<file path="config.mk">
export PLATFORM = sky130hd
export DESIGN_NAME = reorder_buffer_flat
export DESIGN_NICKNAME = d
export VERILOG_FILES = /design/src/rtl/reorder_buffer_pkg.sv /design/src/rtl/reorder_buffer_if.sv /design/src/rtl/reorder_buffer_rob_ptr.sv /design/src/rtl/reorder_buffer.sv /design/src/flat_wrapper.sv
export SDC_FILE = /design/constraint.sdc
export NUM_CORES = 2
export LEC_CHECK = 0
export CAP_MARGIN = 20
export CELL_PAD_IN_SITES_DETAIL_PLACEMENT = 2
export CELL_PAD_IN_SITES_GLOBAL_PLACEMENT = 2
export CORE_UTILIZATION = 45
export DETAILED_ROUTE_END_ITERATION = 16
export HOLD_SLACK_MARGIN = 0.1
export PLACE_DENSITY_LB_ADDON = 0.1
export REMOVE_ABC_BUFFERS = 1
export SKIP_CTS_REPAIR_TIMING = 1
export SLEW_MARGIN = 0
export SYNTH_ARGS = -nofsm -noshare
export SYNTH_HDL_FRONTEND = slang
export SYNTH_SLANG_ARGS = --single-unit
</file>
<file path="constraint.sdc">
create_clock -name clk -period 13.8 [get_ports clk]
set_input_delay 3.45 -clock clk [delete_from_list [all_inputs] [get_ports clk]]
set_output_delay 3.45 -clock clk [all_outputs]
set_load 0.1 [all_outputs]
</file>
<file path="src/rtl/reorder_buffer_pkg.sv">
// Shared widths and record layouts for the reorder buffer slice.
package reorder_buffer_pkg;
  localparam int TAG_W  = 5;
  localparam int DATA_W = 32;
  localparam int REG_W  = 5;
  localparam int DEPTH  = 2 ** TAG_W;

  typedef struct packed {
    logic              valid;
    logic              done;
    logic              we;
    logic [REG_W-1:0]  dst;
    logic [DATA_W-1:0] data;
  } rob_entry_t;

  typedef struct packed {
    logic              valid;
    logic              we;
    logic [REG_W-1:0]  dst;
    logic [DATA_W-1:0] data;
    logic [TAG_W-1:0]  tag;
  } rob_commit_t;
endpackage

</file>
<file path="src/rtl/reorder_buffer_if.sv">
// Dispatch / writeback / operand-read / commit signal bundle of the reorder buffer.
interface reorder_buffer_if;
  import reorder_buffer_pkg::*;

  logic              flush;
  logic              alloc_valid;
  logic              alloc_we;
  logic [REG_W-1:0]  alloc_dst;
  logic              alloc_ready;
  logic [TAG_W-1:0]  alloc_tag;
  logic              wb_we;
  logic [TAG_W-1:0]  wb_tag;
  logic [REG_W-1:0]  wb_dst;
  logic [DATA_W-1:0] wb_data;
  logic [TAG_W-1:0]  rd_tag;
  logic              rd_done;
  logic [DATA_W-1:0] rd_data;
  logic              commit_valid;
  logic              commit_we;
  logic [REG_W-1:0]  commit_dst;
  logic [DATA_W-1:0] commit_data;
  logic [TAG_W-1:0]  commit_tag;
  logic [TAG_W:0]    count;

  modport slave (
    input  flush, alloc_valid, alloc_we, alloc_dst, wb_we, wb_tag, wb_dst, wb_data, rd_tag,
    output alloc_ready, alloc_tag, rd_done, rd_data,
           commit_valid, commit_we, commit_dst, commit_data, commit_tag, count
  );

  modport master (
    output flush, alloc_valid, alloc_we, alloc_dst, wb_we, wb_tag, wb_dst, wb_data, rd_tag,
    input  alloc_ready, alloc_tag, rd_done, rd_data,
           commit_valid, commit_we, commit_dst, commit_data, commit_tag, count
  );
endinterface

</file>
<file path="src/rtl/reorder_buffer_rob_ptr.sv">
// Circular index with an extra wrap bit; clear has priority over increment.
module rob_ptr #(
  parameter int W = 5
) (
  input  logic       clk,
  input  logic       rst,
  input  logic       clr_i,
  input  logic       inc_i,
  output logic [W:0] ptr_o
);
  logic [W:0] ptr_q, ptr_d;

  always_comb begin
    ptr_d = ptr_q;
    if (clr_i)      ptr_d = '0;
    else if (inc_i) ptr_d = ptr_q + (W+1)'(1);
  end

  always_ff @(posedge clk) begin
    if (rst) ptr_q <= '0;
    else     ptr_q <= ptr_d;
  end

  assign ptr_o = ptr_q;
endmodule

</file>
<file path="src/rtl/reorder_buffer.sv">
// In-order commit buffer: allocate at tail, complete by tag, retire one per cycle from head.
module reorder_buffer
  import reorder_buffer_pkg::*;
(
  input  logic            clk,
  input  logic            rst,
  reorder_buffer_if.slave rob
);
  logic [TAG_W:0]   head_q, tail_q;
  logic [TAG_W-1:0] head_idx, tail_idx;
  logic             full, do_alloc, do_wb, do_commit;
  rob_entry_t       entries_q [DEPTH];
  rob_commit_t      commit_q, commit_d;

  rob_ptr #(.W(TAG_W)) u_head (
    .clk(clk), .rst(rst), .clr_i(rob.flush), .inc_i(do_commit), .ptr_o(head_q)
  );
  rob_ptr #(.W(TAG_W)) u_tail (
    .clk(clk), .rst(rst), .clr_i(rob.flush), .inc_i(do_alloc), .ptr_o(tail_q)
  );

  assign head_idx  = head_q[TAG_W-1:0];
  assign tail_idx  = tail_q[TAG_W-1:0];
  // Same index, opposite wrap bit: every slot is occupied.
  assign full      = (head_q ^ tail_q) == (TAG_W+1)'(DEPTH);
  assign do_alloc  = rob.alloc_valid && !full;
  assign do_wb     = rob.wb_we && entries_q[rob.wb_tag].valid;
  assign do_commit = entries_q[head_idx].valid && entries_q[head_idx].done;

  always_ff @(posedge clk) begin
    if (rst || rob.flush) begin
      for (int i = 0; i < DEPTH; i++) entries_q[i] <= '0;
    end else begin
      if (do_wb) begin
        entries_q[rob.wb_tag].done <= 1'b1;
        entries_q[rob.wb_tag].data <= rob.wb_data;
      end
      // Committed entry is already done, so clearing after wb is safe; alloc never hits head.
      if (do_commit) entries_q[head_idx] <= '0;
      if (do_alloc)
        entries_q[tail_idx] <= '{valid: 1'b1, done: 1'b0, we: rob.alloc_we,
                                 dst: rob.alloc_dst, data: '0};
    end
  end

  always_comb begin
    commit_d = '0;
    if (do_commit) begin
      commit_d.valid = 1'b1;
      commit_d.we    = entries_q[head_idx].we;
      commit_d.dst   = entries_q[head_idx].dst;
      commit_d.data  = entries_q[head_idx].data;
      commit_d.tag   = head_idx;
    end
  end

  always_ff @(posedge clk) begin
    if (rst || rob.flush) commit_q <= '0;
    else                  commit_q <= commit_d;
  end

  always_ff @(posedge clk) begin
    if (!rst && !rob.flush && do_wb)
      assert (rob.wb_dst == entries_q[rob.wb_tag].dst);
  end

  assign rob.alloc_ready  = !full;
  assign rob.alloc_tag    = tail_idx;
  assign rob.count        = tail_q - head_q;
  assign rob.rd_done      = entries_q[rob.rd_tag].valid && entries_q[rob.rd_tag].done;
  assign rob.rd_data      = entries_q[rob.rd_tag].data;
  assign rob.commit_valid = commit_q.valid;
  assign rob.commit_we    = commit_q.we;
  assign rob.commit_dst   = commit_q.dst;
  assign rob.commit_data  = commit_q.data;
  assign rob.commit_tag   = commit_q.tag;
endmodule

</file>
<file path="src/flat_wrapper.sv">
// flat-port wrapper written by rule: the top's interface ports become plain ports
module reorder_buffer_flat import reorder_buffer_pkg::*;
  (clk, rst, rob_flush, rob_alloc_valid, rob_alloc_we, rob_alloc_dst, rob_wb_we, rob_wb_tag, rob_wb_dst, rob_wb_data, rob_rd_tag, rob_alloc_ready, rob_alloc_tag, rob_rd_done, rob_rd_data, rob_commit_valid, rob_commit_we, rob_commit_dst, rob_commit_data, rob_commit_tag, rob_count);
  reorder_buffer_if rob_i ();
  input  logic clk;
  input  logic rst;
  input wire logic [$bits(rob_i.flush)-1:0] rob_flush;
  input wire logic [$bits(rob_i.alloc_valid)-1:0] rob_alloc_valid;
  input wire logic [$bits(rob_i.alloc_we)-1:0] rob_alloc_we;
  input wire logic [$bits(rob_i.alloc_dst)-1:0] rob_alloc_dst;
  input wire logic [$bits(rob_i.wb_we)-1:0] rob_wb_we;
  input wire logic [$bits(rob_i.wb_tag)-1:0] rob_wb_tag;
  input wire logic [$bits(rob_i.wb_dst)-1:0] rob_wb_dst;
  input wire logic [$bits(rob_i.wb_data)-1:0] rob_wb_data;
  input wire logic [$bits(rob_i.rd_tag)-1:0] rob_rd_tag;
  output wire logic [$bits(rob_i.alloc_ready)-1:0] rob_alloc_ready;
  output wire logic [$bits(rob_i.alloc_tag)-1:0] rob_alloc_tag;
  output wire logic [$bits(rob_i.rd_done)-1:0] rob_rd_done;
  output wire logic [$bits(rob_i.rd_data)-1:0] rob_rd_data;
  output wire logic [$bits(rob_i.commit_valid)-1:0] rob_commit_valid;
  output wire logic [$bits(rob_i.commit_we)-1:0] rob_commit_we;
  output wire logic [$bits(rob_i.commit_dst)-1:0] rob_commit_dst;
  output wire logic [$bits(rob_i.commit_data)-1:0] rob_commit_data;
  output wire logic [$bits(rob_i.commit_tag)-1:0] rob_commit_tag;
  output wire logic [$bits(rob_i.count)-1:0] rob_count;
  assign rob_i.flush = rob_flush;
  assign rob_i.alloc_valid = rob_alloc_valid;
  assign rob_i.alloc_we = rob_alloc_we;
  assign rob_i.alloc_dst = rob_alloc_dst;
  assign rob_i.wb_we = rob_wb_we;
  assign rob_i.wb_tag = rob_wb_tag;
  assign rob_i.wb_dst = rob_wb_dst;
  assign rob_i.wb_data = rob_wb_data;
  assign rob_i.rd_tag = rob_rd_tag;
  assign rob_alloc_ready = rob_i.alloc_ready;
  assign rob_alloc_tag = rob_i.alloc_tag;
  assign rob_rd_done = rob_i.rd_done;
  assign rob_rd_data = rob_i.rd_data;
  assign rob_commit_valid = rob_i.commit_valid;
  assign rob_commit_we = rob_i.commit_we;
  assign rob_commit_dst = rob_i.commit_dst;
  assign rob_commit_data = rob_i.commit_data;
  assign rob_commit_tag = rob_i.commit_tag;
  assign rob_count = rob_i.count;
  reorder_buffer u_core (.clk(clk), .rst(rst), .rob(rob_i));
endmodule
</file>
==> results.yml <==
synth:
  synth_area_leaders: "dfxtp_1 (32%), mux4_2 (23%), a211oi_1 (11%)"
  synth_edf_count: 192
  synthFlopType: "dfxtp_1"
  ys_seq_elements: 1341
  syn_inst: 6906
  synthesis.area_um2: 71200
  synth.distinct_cells: 63
  synth_top_area_share_pct: 32.3
  avgSynthCellArea_um2: 10.3
  synth-async-reset-ratio_pct: 0
  yosysTopAreaCell: "dfxtp_1"
  synth-seq-area-share_pct: 40.4
  ys_warn_count: 0
place:
  gp_congestion: 0.903
  dp_hpwl_mm: 195
  port_buffers: 141
clock_network:
  ctsHtreeMaxLevel: 4
  clock_latency_ns: 0.85
  cts_num_sinks: 1341
  root_buffer: "clkbuf_16"
  clk_pin_slew_worst_paths_ns: 0.06
  tritoncts: "built"
  cts_inserted_buffers: 155
  ctsLongestPathBuffers: 3
floorplan:
  core_um2: 157000
  rows: 145
  io-pin-count: 147
  die_h_um: 400
  die_x_um: 400
  initial_core_util_pct: 45.5
  dieArea_um2: 160000
critical_path:
  cp_max_fo: 50
  crit_type: "in2out"
  slowest_stage: "clkdlybuf4s50_1"
  cp_num_buf_inv: 3
  path_cells: "buf_8 -> buf_4 -> mux4_2 -> mux4_2 -> mux2_2 -> clkdlybuf4s50_1"
  start_kind: "input port"
  cp.required_ns: 10.35
  max_stage_delay_ns: 1.04
  critPathArrivalTime_ns: 7.48
  crit_family: "buffers and inverters"
  ff2ff_setup_slack_ns: 8.12
  worstSetupEndpointType: "output port"
  crit_top_cell: "mux4_2"
final_layout:
  area_growth_pct: 11.2
  final_layout_size_suffix_gt1_share_pct: 20.9
  layout.nets: 6565
  final-seq-area_um2: 28800
  layout_common_cells: "dfxtp_1 (1,144), nand2_1 (1,127), nand3_1 (1,039), a211oi_1 (1,024), mux4_2 (720)"
  final_common_cell: "dfxtp_1"
  multiInputGateArea_um2: 39000
  fill_cells: 15400
power_and_ir_drop:
  comb_power_share_pct: 4.2
  swShare_pct: 25.0
  clkPwrFrac_pct: 50.2
  internal-power_uw: 6580
  p_leak_uw: 0.0248
  irDropWorstVdd_mv: 0.139
  power.density_nw_per_um2: 111
  p_switching_uw: 2190
  finalPower_uw: 8760
  power_frac_seq_pct: 45.5
grt:
  grt.total_usage_pct: 45.4
  grt_pass1_wl_mm: 518
  grt_pass1_vias: 70000
  overflow: 0
  antenna_found_initial: 16
  grt_max_degree: 181
sta:
  slew_headroom_pct: 24.1
  timing.fmax_mhz: 91.5
  rsz0062_at_grt: "no"
  finalHoldViolCount: 0
  maxSlewViolCount: 0
  setup_violations: 0
  timing.final.crit_share_pct: 79.2
  setup_tns_ns: 0
  fin_crit_ns: 10.93
  worst_slew_pin_slew_ns: 1.14
  skew_ns: 0.0409
detailed_routing:
  drt-initial-drc-count: 9985
  first_pass_iters: 8
  dr_total_vias: 66800
  routedWlPerCell_um: 42.4
  via_per_inst: 7.69
  drtAntennaViolNets: 0
  route.detailed.drc: 0
  wirelength_mm: 369
worst_hold_path:
  hold_class: "reg2reg"
flow_run:
  drv_cap: 0
status:
  status: "finished clean"
[flip-flops by register name (all words and copies together) (netlist names), named ones only]
| register | flops |
|---|---|
| u_core.entries_q | 1280 |
| u_core.u_tail.ptr_o | 6 |
| u_core.rob.commit_tag | 5 |
| u_core.rob.commit_dst | 5 |
| u_core.rob.commit_we | 1 |
| u_core.rob.commit_valid | 1 |
| u_core.u_head.ptr_o | 6 |
| u_core.rob.commit_data | 32 |
[tightest hold or removal path, cell delays in order, from the launching register on]
cell     delay, ns
dfxtp_1       0.32
nand2_1       0.06
o22ai_1       0.05
[metrics by stage]
stage,utilization (%),worst slack (ns),area [µm²],std cells,hold WS [ns]
6_report,50.5,2.87,79100,8688,0.481
5_1_grt,50.5,2.78,79100,8684,0.509
4_1_cts,50.4,2.90,78900,8670,0.480
3_5_place_dp,47.0,2.90,73500,8384,0.464
3_3_place_gp,47.0,2.93,73500,8382,0.457
2_1_floorplan,-,-43.28,67200,5969,0.445
[logic make-up (layout without fill, tap and decap cells)]
family                   count (synthesis)  in the layout  synth area share (%)
AND/OR/NAND/NOR                       2629           2629                  17.2
flip-flops                            1341           1341                  40.4
AO/OA/AOI/OAI                         1166           1166                  12.4
buffers and inverters                  952            668                  5.66
multiplexers                           795            795                  23.9
adder cells (fa/ha/maj)                 14             14                 0.257
XOR/XNOR                                 9              9                 0.111
other                                    0              8                     0
[cell usage after synthesis (5+ instances only)]
cell and number:
a211oi_1 1024, a211oi_4 15, a21oi_1 43, and2_1 50
and3_1 152, and3b_1 5, buf_1 111, buf_2 147
buf_4 58, buf_6 7, clkbuf_1 613, dfxtp_1 1149
edfxtp_1 192, ha_1 13, inv_1 14, mux2_2 32
mux2i_1 43, mux4_2 720, nand2_1 1127, nand3_1 1039
nor2_1 89, nor3_1 48, nor3_2 17, nor3b_1 5
o2111a_1 14, o211ai_1 6, o21ai_0 12, o22ai_1 32
or3_1 52, or4b_2 9, xor2_1 5
[power groups by stage]
stage | clock, µW | combinational [µW] | sequential (µW)
after global routing | 4550 | 376 | 3990
after global placement | 0 | 348 | 4070
final | 4400 | 370 | 3990
after detailed placement | 0 | 354 | 4080
after floorplan | 0 | 130 | 4070
after CTS | 4390 | 355 | 3990
[cell type report]
| cell class | instances | area share, % |
|---|---|---|
| Antenna cell | 8 | 0.0253 |
| Clock buffer | 232 | 5.92 |
| Clock inverter | 54 | 0.830 |
| Inverter | 15 | 0.0712 |
| Multi-Input combinational cell | 4613 | 49.2 |
| Sequential cell | 1341 | 36.4 |
| Tap cell | 2058 | 3.25 |
| Timing Repair Buffer | 367 | 4.29 |
[layer usage]
| layer | global-route usage (%) | vias to the layer above | wire (µm) |
|---|---|---|---|
| li1 | - | 25400 | - |
| met1 | 56.6 | 35000 | 134000 |
| met2 | 67.9 | 5001 | 162000 |
| met3 | 13.5 | 1420 | 44200 |
| met4 | 30.8 | 18 | 27700 |
| met5 | 0 | - | 106 |
[path summary, 6_finish.rpt]
kind                                 start                       end  cells after the start
setup / recovery             rob_rd_tag[0]            rob_rd_data[7]                      6
hold / removal    u_core.entries_q[14][39]  u_core.entries_q[14][39]                      2
setup reg to reg                      flop  u_core.entries_q[28][33]                      8
hold reg to reg   u_core.entries_q[14][39]  u_core.entries_q[14][39]                      2
Note: power is estimated with default switching activity, not from simulation.
